===== src/rtl/ethernet_irq_coalescer.sv =====
// ethernet_irq_coalescer: per-channel event coalescing (count threshold + timeout) into a sticky, maskable interrupt
// Ports:
//   clk_i, reset_n_i        core clock, asynchronous active-low reset
//   event_i                 per-channel status level, rising edge = one event
//   cfg_v_i, cfg_chan_i     config write strobe and target channel
//   cfg_enable_i            channel enable
//   cfg_threshold_i         events per interrupt (0 behaves as 1)
//   cfg_timeout_i           cycles before a partial batch fires (0 = timer off)
//   clear_v_i, clear_mask_i write-1-to-clear pending bits
//   pending_o, irq_o        pending & enable per channel, and their OR
//   count_o                 per-channel event counts, channel c at [c*count_width_p +: count_width_p]
module ethernet_irq_coalescer #(
    parameter int num_chan_p    = 4,
    parameter int count_width_p = 8,
    parameter int timer_width_p = 16,
    localparam int chan_width_lp = (num_chan_p > 1) ? $clog2(num_chan_p) : 1
) (
    input  logic                                clk_i,
    input  logic                                reset_n_i,
    input  logic [num_chan_p-1:0]               event_i,
    input  logic                                cfg_v_i,
    input  logic [chan_width_lp-1:0]            cfg_chan_i,
    input  logic                                cfg_enable_i,
    input  logic [count_width_p-1:0]            cfg_threshold_i,
    input  logic [timer_width_p-1:0]            cfg_timeout_i,
    input  logic                                clear_v_i,
    input  logic [num_chan_p-1:0]               clear_mask_i,
    output logic [num_chan_p-1:0]               pending_o,
    output logic                                irq_o,
    output logic [num_chan_p*count_width_p-1:0] count_o
);
    logic [num_chan_p-1:0]                     event_r_q, enable_q, enable_d, pending_q, pending_d, rise;
    logic [num_chan_p-1:0][count_width_p-1:0] threshold_q, threshold_d, count_q, count_d, eff_thr;
    logic [num_chan_p-1:0][timer_width_p-1:0] timeout_q, timeout_d, timer_q, timer_d;
    always_comb begin
        rise = event_i & ~event_r_q;
        for (int c = 0; c < num_chan_p; c++) begin
            eff_thr[c]     = (threshold_q[c] == '0) ? count_width_p'(1) : threshold_q[c];
            enable_d[c]    = enable_q[c];
            threshold_d[c] = threshold_q[c];
            timeout_d[c]   = timeout_q[c];
            count_d[c]     = count_q[c];
            timer_d[c]     = timer_q[c];
            pending_d[c]   = pending_q[c] & ~(clear_v_i & clear_mask_i[c]);
            // Out-of-range channel indices never match, so such writes fall away.
            if (cfg_v_i && cfg_chan_i == chan_width_lp'(c)) begin
                enable_d[c]    = cfg_enable_i;
                threshold_d[c] = cfg_threshold_i;
                timeout_d[c]   = cfg_timeout_i;
            end
            // Decisions use the registered config, so a same-cycle write only affects later cycles.
            if (!enable_q[c]) begin
                count_d[c] = '0;
                timer_d[c] = '0;
            end else if (rise[c] && ({1'b0, count_q[c]} + 1'b1 >= {1'b0, eff_thr[c]})) begin
                pending_d[c] = 1'b1;
                count_d[c]   = '0;
                timer_d[c]   = '0;
            end else if (rise[c]) begin
                count_d[c] = (&count_q[c]) ? count_q[c] : count_q[c] + 1'b1;
                // The timer measures the oldest event of the batch, so later rises keep it running.
                timer_d[c] = (count_q[c] == '0 || timeout_q[c] == '0) ? '0 : timer_q[c] + 1'b1;
            end else if (count_q[c] != '0 && timeout_q[c] != '0 && timer_q[c] == timeout_q[c] - 1'b1) begin
                pending_d[c] = 1'b1;
                count_d[c]   = '0;
                timer_d[c]   = '0;
            end else begin
                timer_d[c] = (count_q[c] != '0 && timeout_q[c] != '0) ? timer_q[c] + 1'b1 : '0;
            end
        end
    end
    always_ff @(posedge clk_i or negedge reset_n_i) begin
        if (!reset_n_i) begin
            event_r_q   <= '0;
            enable_q    <= '0;
            threshold_q <= {num_chan_p{count_width_p'(1)}};
            timeout_q   <= '0;
            count_q     <= '0;
            timer_q     <= '0;
            pending_q   <= '0;
        end else begin
            event_r_q   <= event_i;
            enable_q    <= enable_d;
            threshold_q <= threshold_d;
            timeout_q   <= timeout_d;
            count_q     <= count_d;
            timer_q     <= timer_d;
            pending_q   <= pending_d;
        end
    end
    assign pending_o = pending_q & enable_q;
    assign irq_o     = |pending_o;
    assign count_o   = count_q;
endmodule


===== config.mk =====
export PLATFORM = sky130hd
export DESIGN_NAME = ethernet_irq_coalescer
export DESIGN_NICKNAME = d
export VERILOG_FILES = /design/src/rtl/ethernet_irq_coalescer.sv
export SDC_FILE = /design/constraint.sdc
export NUM_CORES = 1
export LEC_CHECK = 0
export ABC_AREA = 1
export CAP_MARGIN = 20
export CORE_ASPECT_RATIO = 0.5
export CORE_MARGIN = 8
export CORE_UTILIZATION = 50
export DETAILED_ROUTE_END_ITERATION = 12
export GPL_TIMING_DRIVEN = 1
export PLACE_DENSITY = 0.69
export SLEW_MARGIN = 15
export SYNTH_ARGS = -nofsm -noshare
export SYNTH_HDL_FRONTEND = slang
export SYNTH_SLANG_ARGS = --single-unit

===== constraint.sdc =====
create_clock -name clk_i -period 2.78 [get_ports clk_i]
set_clock_uncertainty 0.2 [all_clocks]
set_input_delay 0.834 -clock clk_i [delete_from_list [all_inputs] [get_ports clk_i]]
set_output_delay 0.834 -clock clk_i [all_outputs]
set_load 0.005 [all_outputs]

==> run summary <==
Max-Cap Viols: 0
Sink Count: 204
die span in y: 129 um
fin crit share: 0.996
CP cell instances: ha_2, nand2_2, nor2_4, nand3_2, xor2_1, inv_1, ha_4, nand2_1, nand3b_1, nor2_1, nor2_1, nand3_2, nand2_4, buf_12, nand4_1, nand2_1
total core area: 25100 um^2
post-route cell area: 15100 um^2
Total Routing Usage GR: 0.203
Die Wd: 242 um
Worst R2R End: count_o[3]
clk buf depth: 3
nets@finish: 1871
clock-pin slew on the worst setup and hold paths: 0.06 ns
WP data required: 2.98 ns
Post-Syn Instances: 1673
slowest cell delay on critical path: 0.42 ns
# setup viols final: 0
yosys warns: 0
CP Capture Type: flip-flop
grt total ovfl: 0
worst hold path class: in2async
Fmax: 0.361 GHz
peak supply drop: 0.296 mV
worst slack, placed: -0.0136 ns
RSZ-0062 raised after global routing: true
initial antenna violation count: 3
synth unique cells: 44
Tmin final: 2.77 ns
CP max stage cell: dfrtp_1
DR WL/cell: 15.4 um
dpl hpwl: 24.1 mm
Mapped Avg Cell Area: 7.61 um^2
slack of the critical path: 0.0115 ns
Post-synth EDFFs: 0
Starting Density: 0.508
synth top area cells: dfrtp_1 (39%), nand2_1 (12%), nor2_1 (6.5%)
# rows: 41
Die ar.: 31100 um^2
total CTS buffers: 21
area share of the largest cell type after synthesis: 0.393
dominant synthesized flop cell: dfrtp_1
routed wire length: 32.8 mm
final hold slack: 0.107 ns
layout cell share with drive strength beyond 1: 0.0992
global-route wire length before repair: 52.7 mm
Area growth, synth to finish: 18.6%
sequential fraction of the synthesis area: 0.401
I/O Buffers: 75
Worst EP arrival: 2.97 ns
crit path kind: reg2reg
area of the mapped netlist: 12700 um^2
DRC: 0
Ant. Diodes: 0
FFs w/ async S/R, synth: 1.00
CTS tree: done
r2r setup slk: 0.01 ns
vias in the first global route: 10700
RR Startpoint: count_o[0]
leak pwr: 0.00733 uW
Final Hold Viols: 0
Cell Area, Placed: 14100 um^2
PwrDens: 534 nW/um^2
status: finished clean
reg2reg path depth: 16
Max H-tree Level: 1
DR iter-0 viols: 1018
Final Wtd Congestion: 0.899
Crit Path Max Fanout: 8
Seq cells post-synth: 204
Yosys top cell by area: dfrtp_1
Startpoint Class: flip-flop
drt pass-1 iters: 5
Fillers: 2214
post-detailed-route count of antenna-violating nets: 0
Slew headroom: 0.574
I/O pins: 76
worst slew pin tran: 0.639 ns
Via Count: 11300
Clock Latency Late Sink: 0.53 ns
Final Max Slew Viols: 0
largest net degree at the start of global routing: 62
Via density: 5.28
CTS Root Cell: clkbuf_16
Net Count, Synth: 1764
## registers in the layout (all words and copies together) (netlist names)
name / count
event_r_q: 4
pending_q: 4
timeout_q: 64
threshold_q: 32
enable_q: 4
count_o: 32
timer_q: 64
## worst max-delay path: cells and delay by family, from the launching register on
family	cells	cell delay, ns
adders and majority gates	2	0.51
and+or+nand+nor	11	1.04
xor gates and xnor gates	1	0.18
buffers and inverters	2	0.27
DFF	1	0.42
## area by class of cell
| cell class | count | area, um^2 | share of cell area |
|---|---|---|---|
| multi-input combinational | 1222 | 6880 | 0.456 |
| inverter | 212 | 796 | 0.0527 |
| tap | 344 | 430 | 0.0285 |
| clock buffer | 28 | 572 | 0.0379 |
| clock inverter | 9 | 83.8 | 0.00555 |
| timing repair buffer | 119 | 1220 | 0.0807 |
| sequential | 204 | 5120 | 0.339 |
## timing repair
action                                  CTS  global route
resized for setup                         1            46
hold buffers                              0             0
endpoints found under the setup margin    2            91
pin swaps                                 0            17
buffers inserted                          0            12
gates cloned                              0             3
## cell usage in the layout, fill, tap and decap left out, types with 4 or more instances in the layout
| master | n |
|---|---|
| inv_1 | 206 |
| nor3_1 | 15 |
| o21a_1 | 4 |
| dfrtp_1 | 195 |
| dfrtp_2 | 5 |
| nand3_1 | 63 |
| clkdlybuf4s50_1 | 74 |
| clkinvlp_4 | 4 |
| o21ai_0 | 120 |
| nand2_1 | 397 |
| xor2_2 | 6 |
| nor2_4 | 9 |
| nand3_4 | 6 |
| xor2_1 | 84 |
| buf_12 | 9 |
| nand3_2 | 9 |
| buf_4 | 33 |
| ha_1 | 44 |
| nand4_1 | 94 |
| a21oi_1 | 17 |
| clkbuf_16 | 22 |
| nand3b_1 | 18 |
| nand2_4 | 5 |
| clkbuf_1 | 5 |
| ha_4 | 5 |
| or2_2 | 8 |
| nor2_2 | 19 |
| xnor2_1 | 37 |
| nor4_1 | 4 |
| nand2_2 | 8 |
| nor2_1 | 216 |
| dfstp_2 | 4 |
| a41o_1 | 4 |
## cells by family after synthesis
kind of cell / Yosys count / share of synthesized area
AOI/OAI and AO/OA: 158 / 0.0659
adders and majority gates: 52 / 0.0511
buffers and inverters: 249 / 0.0782
DFF: 204 / 0.401
and+or+nand+nor: 881 / 0.315
xor gates and xnor gates: 129 / 0.0887
## metal layers
layer  global-route usage  vias to the layer above  part of all wire
li1                     -                     5583                 -
met1                0.271                     5352              0.46
met2                0.349                      297              0.47
met3               0.0271                       61             0.046
met4               0.0477                        0             0.021
met5                    0                        -                 0
## worst max path at each step
| stage | start | end | slack, ns | cells after the start |
|---|---|---|---|---|
| 3_5_place_dp | event_i[1] | timer_q[19] | -0.01 | 10 |
| 2_1_floorplan | count_o[24] | timer_q[59] | 0.19 | 14 |
| 6_report | count_o[0] | count_o[3] | 0.01 | 16 |
| 3_3_place_gp | event_i[1] | timer_q[29] | 0.09 | 10 |
| 4_1_cts | pending_q[3] | irq_o | 0.005 | 3 |
| 5_1_grt | count_o[0] | count_o[3] | -0.14 | 16 |
## cell usage after synthesis, types with 3 or more instances
cell	count
a21oi_1	20
a41o_1	4
and3_1	3
buf_4	5
buf_6	3
clkbuf_1	23
clkinv_1	3
dfrtp_1	200
dfstp_2	4
ha_1	52
inv_1	208
nand2_1	399
nand2_2	8
nand2_4	3
nand3_1	66
nand3_2	7
nand3_4	3
nand3b_1	18
nand4_1	94
nor2_1	219
nor2_2	19
nor2_4	6
nor3_1	17
nor4_1	4
o211ai_1	3
o21a_1	4
o21ai_0	120
o21bai_1	3
or2_2	8
xnor2_1	39
xor2_1	90
## metrics by stage
stage,std cells,setup TNS (ns),total power (uW),util
floorplan,1673,0,4710,-
global placement,2086,0,5210,0.561
detailed placement,2086,-0.0394,5280,0.561
CTS,2123,0,8060,0.587
global route,2138,-1.71,8530,0.602
finish,2138,0,8070,0.602
## power breakdown
part | internal [uW] | switching (uW)
Sequential | 3230 | 282
Clock | 1550 | 1220
Combinational | 710 | 1080
No activity file was read; power rests on OpenSTA's default activity.
